[src/rtl/dino_pkg.sv]
//------------------------------------------------------------------------------
// Module      : dino_pkg
// Description : Shared obstacle defaults and the obstacle-type enumeration.
// Revision    : 1.0
//------------------------------------------------------------------------------
`default_nettype none

package dino_pkg;

  localparam int unsigned OBS_POS_W   = 9;
  localparam int unsigned OBS_TYPE_W  = 3;
  localparam int unsigned OBS_SPAWN_X = 319;

  // Also decoded by obs_render; keep encodings stable.
  typedef enum logic [OBS_TYPE_W-1:0] {
    OBS_CACTUS_SMALL = 3'd0,
    OBS_CACTUS_LARGE = 3'd1,
    OBS_CACTUS_GROUP = 3'd2,
    OBS_BIRD_LOW     = 3'd3,
    OBS_BIRD_MID     = 3'd4,
    OBS_BIRD_HIGH    = 3'd5,
    OBS_RSVD_6       = 3'd6,
    OBS_RSVD_7       = 3'd7
  } obs_type_e;

endpackage : dino_pkg

`default_nettype wire

[src/rtl/obstacle_slot.sv]
//------------------------------------------------------------------------------
// Module      : obstacle_slot
// Description : One obstacle slot: position/type/valid registers, move, retire
//               and load.
// Revision    : 1.0
//------------------------------------------------------------------------------
`default_nettype none

module obstacle_slot
  import dino_pkg::*;
#(
  parameter int unsigned POS_W  = OBS_POS_W,
  parameter int unsigned TYPE_W = OBS_TYPE_W
) (
  input  logic              clk,
  input  logic              rst_n,
  input  logic              clear_i,
  input  logic              update_i,
  input  logic [3:0]        speed_i,
  input  logic              load_i,
  input  logic [POS_W-1:0]  load_pos_i,
  input  logic [TYPE_W-1:0] load_type_i,
  output logic [POS_W-1:0]  pos_o,
  output logic [TYPE_W-1:0] type_o,
  output logic              valid_o,
  output logic              free_o
);

  localparam int unsigned CW = (POS_W > 4) ? POS_W : 4;

  logic [POS_W-1:0]  pos_q,   pos_d;
  logic [TYPE_W-1:0] type_q,  type_d;
  logic              valid_q, valid_d;
  logic [CW-1:0]     w_pos_ext;
  logic [CW-1:0]     w_spd_ext;
  logic              w_retire;

  assign w_pos_ext = CW'(pos_q);
  assign w_spd_ext = CW'(speed_i);
  assign w_retire  = valid_q && (w_pos_ext < w_spd_ext);

  // Free after this cycle's move/retire, so a retiring slot can be reloaded at once.
  assign free_o = !valid_q || w_retire;

  always_comb begin
    pos_d   = pos_q;
    type_d  = type_q;
    valid_d = valid_q;
    if (clear_i) begin
      pos_d   = '0;
      type_d  = '0;
      valid_d = 1'b0;
    end else if (update_i) begin
      if (w_retire) begin
        pos_d   = '0;
        type_d  = '0;
        valid_d = 1'b0;
      end else if (valid_q) begin
        pos_d = POS_W'(w_pos_ext - w_spd_ext);
      end
      if (load_i) begin
        pos_d   = load_pos_i;
        type_d  = load_type_i;
        valid_d = 1'b1;
      end
    end
  end

  always_ff @(posedge clk or negedge rst_n) begin
    if (!rst_n) begin
      pos_q   <= '0;
      type_q  <= '0;
      valid_q <= 1'b0;
    end else begin
      pos_q   <= pos_d;
      type_q  <= type_d;
      valid_q <= valid_d;
    end
  end

  assign pos_o   = pos_q;
  assign type_o  = type_q;
  assign valid_o = valid_q;

endmodule : obstacle_slot

`default_nettype wire

[src/rtl/obstacle_scheduler.sv]
//------------------------------------------------------------------------------
// Module      : obstacle_scheduler
// Description : NUM_OBS-slot obstacle engine with random spawn gap/type and a
//               saturating speed ramp.
// Revision    : 1.0
//------------------------------------------------------------------------------
`default_nettype none

module obstacle_scheduler
  import dino_pkg::*;
#(
  parameter int unsigned NUM_OBS    = 3,
  parameter int unsigned POS_W      = OBS_POS_W,
  parameter int unsigned TYPE_W     = OBS_TYPE_W,
  parameter int unsigned SPAWN_X    = OBS_SPAWN_X,
  parameter int unsigned MIN_GAP    = 30,
  parameter int unsigned SPEED_INIT = 2,
  parameter int unsigned SPEED_MAX  = 6,
  parameter int unsigned SPEED_STEP = 600
) (
  input  logic                      clk,
  input  logic                      rst_n,
  input  logic                      game_tick,
  input  logic                      game_start,
  input  logic                      run,
  input  logic [7:0]                rng,
  output logic [NUM_OBS*POS_W-1:0]  obs_pos,
  output logic [NUM_OBS*TYPE_W-1:0] obs_type,
  output logic [NUM_OBS-1:0]        obs_valid,
  output logic [3:0]                speed,
  output logic                      spawn_pulse
);

  localparam int unsigned RW = (SPEED_STEP > 1) ? $clog2(SPEED_STEP) : 1;

  logic [7:0]         gap_q,   gap_d;
  logic [RW-1:0]      ramp_q,  ramp_d;
  logic [3:0]         speed_q, speed_d;
  logic               spawn_q, spawn_d;
  logic               w_update;
  logic               w_slot_update;
  logic               w_spawn;
  logic               w_any_free;
  logic [NUM_OBS-1:0] w_free;
  logic [NUM_OBS-1:0] w_load;
  logic               w_rng_unused;

  assign w_update      = game_tick && run;
  assign w_slot_update = w_update && !game_start;
  assign w_any_free    = |w_free;
  assign w_spawn       = w_slot_update && (gap_q == 8'd0) && w_any_free;
  assign w_rng_unused  = ^rng;

  // Lowest-index free slot wins the spawn.
  always_comb begin
    logic found;
    found  = 1'b0;
    w_load = '0;
    for (int i = 0; i < int'(NUM_OBS); i++) begin
      if (!found && w_free[i]) begin
        w_load[i] = w_spawn;
        found     = 1'b1;
      end
    end
  end

  always_comb begin
    gap_d   = gap_q;
    ramp_d  = ramp_q;
    speed_d = speed_q;
    spawn_d = 1'b0;
    if (game_start) begin
      gap_d   = 8'(MIN_GAP);
      ramp_d  = '0;
      speed_d = 4'(SPEED_INIT);
    end else if (w_update) begin
      if (w_spawn) begin
        gap_d   = 8'(MIN_GAP) + {4'b0000, rng[7:4]};
        spawn_d = 1'b1;
      end else if (gap_q != 8'd0) begin
        gap_d = gap_q - 8'd1;
      end
      if (ramp_q == RW'(SPEED_STEP - 1)) begin
        ramp_d = '0;
        if (speed_q < 4'(SPEED_MAX)) begin
          speed_d = speed_q + 4'd1;
        end
      end else begin
        ramp_d = ramp_q + RW'(1);
      end
    end
  end

  always_ff @(posedge clk or negedge rst_n) begin
    if (!rst_n) begin
      gap_q   <= 8'(MIN_GAP);
      ramp_q  <= '0;
      speed_q <= 4'(SPEED_INIT);
      spawn_q <= 1'b0;
    end else begin
      gap_q   <= gap_d;
      ramp_q  <= ramp_d;
      speed_q <= speed_d;
      spawn_q <= spawn_d;
    end
  end

  generate
    for (genvar g = 0; g < int'(NUM_OBS); g++) begin : g_slot
      obstacle_slot #(
        .POS_W  (POS_W),
        .TYPE_W (TYPE_W)
      ) u_slot (
        .clk         (clk),
        .rst_n       (rst_n),
        .clear_i     (game_start),
        .update_i    (w_slot_update),
        .speed_i     (speed_q),
        .load_i      (w_load[g]),
        .load_pos_i  (POS_W'(SPAWN_X)),
        .load_type_i (rng[TYPE_W-1:0]),
        .pos_o       (obs_pos[g*POS_W +: POS_W]),
        .type_o      (obs_type[g*TYPE_W +: TYPE_W]),
        .valid_o     (obs_valid[g]),
        .free_o      (w_free[g])
      );
    end
  endgenerate

  assign speed       = speed_q;
  assign spawn_pulse = spawn_q;

endmodule : obstacle_scheduler

`default_nettype wire

[config.mk]
export PLATFORM = sky130hd
export DESIGN_NAME = obstacle_scheduler
export DESIGN_NICKNAME = d
export VERILOG_FILES = /design/src/rtl/dino_pkg.sv /design/src/rtl/obstacle_slot.sv /design/src/rtl/obstacle_scheduler.sv
export SDC_FILE = /design/constraint.sdc
export NUM_CORES = 1
export LEC_CHECK = 0
export ABC_AREA = 1
export CORE_MARGIN = 4
export CORE_UTILIZATION = 50
export DETAILED_ROUTE_END_ITERATION = 8
export PLACE_DENSITY = 0.77
export SLEW_MARGIN = 25
export SYNTH_ARGS = -nofsm -noshare
export SYNTH_HDL_FRONTEND = slang
export SYNTH_SLANG_ARGS = --single-unit
[constraint.sdc]
create_clock -name clk -period 2 [get_ports clk]
set_input_delay 0.4 -clock clk [delete_from_list [all_inputs] [get_ports clk]]
set_output_delay 0.4 -clock clk [all_outputs]
set_load 0.05 [all_outputs]
---- Word-level counts from Yosys, hierarchy flattened ----
Index checks and enable logic that the tools add are counted.
operators by class
  add/sub/neg operators ................... 7
  equal/unequal tests ..................... 1
  muxes and demuxes ....................... 58
  reductions and logical operators ........ 40
  $lt $le $gt $ge ......................... 4
operator list
  kind                                                                  count
  9-bit two-way mux                                                     15
  3-bit two-way mux                                                     12
  8-bit two-way mux                                                     4
  10-bit two-way mux                                                    3
  9-bit by 4-bit < comparator with 1-bit output                         3
  9-bit by 4-bit subtractor with 9-bit output                           3
  1-bit two-way mux                                                     20
  4-bit two-way mux                                                     4
  2-bit AND reduction                                                   7
  3-bit nonzero test                                                    4
  4-bit nonzero test                                                    3
  10-bit by 1-bit adder with 10-bit output, second input constant       1
  10-bit equality test, second input constant                           1
  1-bit logical AND                                                     9
  8-bit logical NOT                                                     1
  2-bit nonzero test                                                    4
  8-bit nonzero test                                                    1
  8-bit by 1-bit subtractor with 8-bit output, second input constant    1
  5-bit by 4-bit adder with 6-bit output, first input constant          1
  1-bit logical NOT                                                     6
  4-bit by 1-bit adder with 4-bit output, second input constant         1
  4-bit by 3-bit < comparator with 1-bit output, second input constant  1
  1-bit logical OR                                                      3
  3-bit AND reduction                                                   1
  3-bit OR reduction                                                    1
storage, ports and cells
  word-level logic and storage cells ...... 123
  output and inout port bits .............. 44
  input bits .............................. 13
  register bits after elaboration ......... 62

---- Longest topological paths before layout ----
  word-level depth ........................ 13
  depth in mapped cells ................... 16
  mapped depth without buffers ............ 16

---- Cells and area by module ----
A second synthesis with hierarchy kept.
second synthesis, totals
  cell total of the unflattened synthesis .. 595
  area, all modules ....................... 4352.9 sq um
by module, submodules not included
  module              area an instance (sq um)  instances  cells each  sequential area each (sq um)
  obstacle_slot       954.7                     3          130         325.3
  obstacle_scheduler  1488.9                    1          205         581.8

---- Worst setup path before layout ----
OpenSTA, ideal clock, no wires.
  path kind ............................... reg-to-reg
  from .................................... reg speed_q[1], in the netlist speed[1]
  to ...................................... reg g_slot[2].u_slot.pos_q[6]
  arrival time ............................ 2.273 ns
  path buffers ............................ 1
  library setup time ...................... 0.120 ns
  required time ........................... 1.880 ns
  path slack .............................. -0.393 ns
  clock period less this slack ............ 2.393 ns
  cell stages (with the launch flop) ...... 14
  path through ............................ dfstp_2 inv_1 ha_1 nand2_1 nand3b_4 nand4_2 nand2_4 nor2_8 nand3_4 nand3_4 nand2_2 buf_6 nand2_1 o21ai_2
between the ends
  word-level cells in the longest chain between the ends .. 13
  elaborated cells on any way between the ends .. 26
  classes of those cells .................. add/sub (1); order compare (3); mux (8); reduce/logical (14)
ends and longest elaborated chain
  element                                        line                       source
  from (decl)                                    obstacle_scheduler.sv:38   logic [3:0] speed_q, speed_d;
  from (signal assigned)                         obstacle_scheduler.sv:98   speed_q <= 4'(SPEED_INIT);
  from (signal assigned)                         obstacle_scheduler.sv:103  speed_q <= speed_d;
  9-bit by 4-bit < comparator with 1-bit output  obstacle_slot.sv:40        assign w_retire = valid_q && (w_pos_ext < w_spd_ext);
  1-bit logical AND                              obstacle_slot.sv:40
  1-bit logical OR                               obstacle_slot.sv:43        assign free_o = !valid_q || w_retire;
  1-bit two-way mux                              obstacle_scheduler.sv:60   if (!found && w_free[i]) begin
  1-bit logical NOT                              obstacle_scheduler.sv:60
  1-bit logical AND                              obstacle_scheduler.sv:60
  1-bit two-way mux                              obstacle_scheduler.sv:60
  1-bit logical NOT                              obstacle_scheduler.sv:60
  1-bit logical AND                              obstacle_scheduler.sv:60
  1-bit two-way mux                              obstacle_scheduler.sv:60
  9-bit two-way mux                              obstacle_slot.sv:61        if (load_i) begin
  9-bit two-way mux                              obstacle_slot.sv:53        end else if (update_i) begin
  9-bit two-way mux                              obstacle_slot.sv:49        if (clear_i) begin
  to (signal assigned)                           obstacle_slot.sv:75        pos_q <= pos_d;
  to (decl)                                      obstacle_slot.sv:31        logic [POS_W-1:0] pos_q, pos_d;
Several ways; a longest one is shown, not always the timed one. The select of a mux whose other input is x is not followed.
A chain may end at the register's enable or synchronous reset.

---- Final worst setup path ----
  from .................................... reg speed_q[1], in the netlist speed[1]
  to ...................................... reg g_slot[1].u_slot.pos_q[4]
between the ends
  word-level cells in the longest chain between the ends .. 10
  elaborated cells on any way between the ends .. 23
  classes of those cells .................. add/sub (1); order compare (3); mux (7); reduce/logical (12)
ends and longest elaborated chain
  element                                        line
  9-bit by 4-bit < comparator with 1-bit output  obstacle_slot.sv:40
  1-bit logical AND                              obstacle_slot.sv:40
  1-bit logical OR                               obstacle_slot.sv:43
  1-bit two-way mux                              obstacle_scheduler.sv:60
  1-bit logical NOT                              obstacle_scheduler.sv:60
  1-bit logical AND                              obstacle_scheduler.sv:60
  1-bit two-way mux                              obstacle_scheduler.sv:60
  9-bit two-way mux                              obstacle_slot.sv:61
  9-bit two-way mux                              obstacle_slot.sv:53
  9-bit two-way mux                              obstacle_slot.sv:49
  to (signal assigned)                           obstacle_slot.sv:75
  to (decl)                                      obstacle_slot.sv:31
Several ways; a longest one is shown, not always the timed one. The select of a mux whose other input is x is not followed.

==> impl_results.md <==
* Status: finished with violations
* Violated checks: negative setup slack
* Syn Nets at 560
* Global-route usage over all layers at 23.31%
* Avg WL per Cell at about 15 µm
* Fmax at 449.3 MHz
* Top cells by area, synth: dfrtp_1 35%, nand2_1 14%, nand3_1 6.0%
* Starting DRT DRC Count at between 200 and 250
* Root Driver: clkbuf_8
* Reg clk slew, reported paths at ~70 ps
* TritonCTS clock tree: done
* Async S/R FF share, synth at 100.0%
* Cell area after layout at between 0.005 and 0.006 mm²
* Slew HR at 65.66%
* DRC at 0
* Most instantiated cells after synthesis: 155 x nand2_1, 58 x inv_1, 57 x dfrtp_1, 49 x nand3_1, 33 x nor2_1
* Number of buffers added on ports at 55
* Setup Viol. Count Final at 47
* Pins Over Slew Limit at 0
* Final Util at 74.79%
* Crit Path Max Fanout at 8
* Clock buffer count from CTS at 9
* # hold bufs at CTS at 0
* Filler Cell Count at between 500 and 600
* Count leader, synth: nand2_1
* CTS H-tree depth at 3
* Largest net degree at the start of global routing at 63
* Synth area leader: dfrtp_1
* Placed inst area at 0.005271 mm²
* Syn. warnings at 0
* Seq. cell area at 0.001568 mm²
* Reg2reg path depth at 14
* Cell row count at 32
* Fraction of layout cells with a size suffix above 1 at 36.47%
* Final Critical Period at 2226 ps
* Setup crit end kind: flip-flop
* Starting Density at 52.47%
* First-pass GRT wire length at 18710 µm
* Nets at 686
* Hold Vio Cnt, Final at 0
* Max-cap violation count at 0
* Seq/Total Area, Yosys at a little under two fifths
* DRT antenna net count at 0
* P&R area growth vs syn at 42.54%
* Leak at 3.000 nW
* First-pass detailed-route iteration total at 4
* Slew @ Worst Pin at around 500 ps
* Worst Clk Skew at 12.69 ps
* Power per cell area at 1213 mW/mm²
* CP startpoint kind: flip-flop
* Die height at 98.75 µm
* Sink Count at 62
* HP Class: input pin to asynchronous set/reset pin
* Die area at 0.009752 mm²
* Multi-input combinational cell area at 0.002591 mm²
* Routed WL at about 11000 µm
* Post-synth cell types at 46
* Worst VDD drop at 0.0009608 V
* Synth Flop Type: dfrtp_1
* Initial antenna violation count at 0
* Setup CP Type: flip-flop to flip-flop
* Synthesized area per cell at approximately 7.8 µm²
* Synthesized instance count at 527
* Critical Path AT at 2510 ps
* Unrepaired setup endpoints after global routing: true
* Post-route worst setup slack at -225.9 ps
* Number of synthesized flops with an enable pin at 0
* Core area at approximately 0.0078 mm²
* Grt ovf at 0
* Routed vias/inst at 5.405
* CTS Buffer Depth at 2
* Die width at 98.75 µm
* Via Count at 4108
* Ports at 57
* Vias in the first global route at 4078
* Final setup TNS at -6782 ps
* RePlAce Congestion at 0.8418
* Register bit total from synthesis at 62
* Area share of the largest cell type after synthesis at 34.64%
* Ant diodes at 0
* Worst endpoint required time at 2290 ps
* Skew-Pair Late Insertion Delay at roughly 340 ps
* Final Cycle Share at 111.3%
* Post-Synthesis Cell Area at 0.004118 mm²
* Placed wire-length estimate at 7798 µm
[registers in the layout (all words and copies together), names as in the netlist]
name and cells:
g_slot.u_slot.pos_o 27, ramp_q 10, g_slot.u_slot.type_o 9, gap_q 8, speed 4, g_slot.u_slot.valid_o 3, spawn_pulse 1
[worst max-delay path, cell delays in order (launching register included)]
cell     delay (ps)
dfstp_4         650
inv_8            60
ha_4            270
nand2_4          60
inv_2            50
nand3_2          80
nand4_4          90
nand2_4          80
nor2_8          170
nand2_8         100
nand3_4         120
nand3_4         150
nand2_8         160
nand2_2          60
nand2_2          70
[metal layers]
| layer | vias up | GRT usage (%) | wire, µm |
|---|---|---|---|
| li1 | 1948 | - | - |
| met1 | 1982 | 28.94 | 4745 |
| met2 | 154 | 40.39 | 5861 |
| met3 | 24 | 5.025 | 597 |
| met4 | 0 | 7.353 | 248 |
| met5 | - | 0 | 0 |
[cell type report]
cell class	instances	area share (%)
Multi-Input combinational cell	385	44.15
Sequential cell	62	26.71
Timing Repair Buffer	126	18.55
Inverter	69	4.754
Clock buffer	12	2.473
Tap cell	102	2.174
Clock inverter	4	1.194
[path summary, 6_finish.rpt]
check / from / endpoint / slack [ps]
worst min-delay path: rst_n / ramp_q[9] / 20
max in group asynchronous: rst_n / gap_q[4] / 1590
worst min register to register: gap_q[3] / gap_q[3] / 490
min in group clk: gap_q[3] / gap_q[3] / 490
worst max register to register: speed[1] / g_slot[1].u_slot.pos_o[4] / -230
worst max-delay path: speed[1] / g_slot[1].u_slot.pos_o[4] / -230
[where the power goes]
group | leakage [nW] | total [mW] | switching (mW) | internal [mW]
sequential | 0.817 | 1.84 | 0.334 | 1.50
clock | 0.110 | 1.23 | 0.493 | 0.733
combinational | 2.07 | 4.06 | 2.43 | 1.63
total | 3.00 | 7.12 | 3.26 | 3.87
[cell families after synthesis]
kind of cell             synth area share, %
XOR/XNOR                               5.105
adder cells (fa/ha/maj)                6.624
flip-flops                             37.83
AND/OR/NAND/NOR                        34.64
buffers and inverters                  8.447
AO/OA/AOI/OAI                          7.110
multiplexers                          0.2431
[per-stage QoR]
stage          total power, mW  hold WS (ps)  worst slack (ps)  std cells
2_1_floorplan            4.280         104.4            -208.1        527
3_3_place_gp             5.361         434.8            -150.4        734
3_5_place_dp             5.477         440.7            -198.7        734
4_1_cts                  6.874         71.30            -187.0        756
5_1_grt                  7.587         81.66            -313.9        760
6_report                 7.122         20.02            -225.9        760
[cell usage in the layout, fill, tap and decap left out, types with 13 or more instances in the layout]
master	count
nand3_2	13
xor2_1	20
nand3_1	37
o21ai_0	13
buf_4	86
nor2_1	31
nand2_1	126
nand2_2	28
dfrtp_1	52
inv_1	50
inv_2	14
clkdlybuf4s50_1	24
[what timing repair did]
action                                  CTS  global route
pin swaps                                17            22
hold endpoints to repair                  0             0
setup buffers                             5             4
endpoints found under the setup margin   50            48
resized for setup                        45            50
gates cloned                              1             0
(Power assumes the default switching activity.)
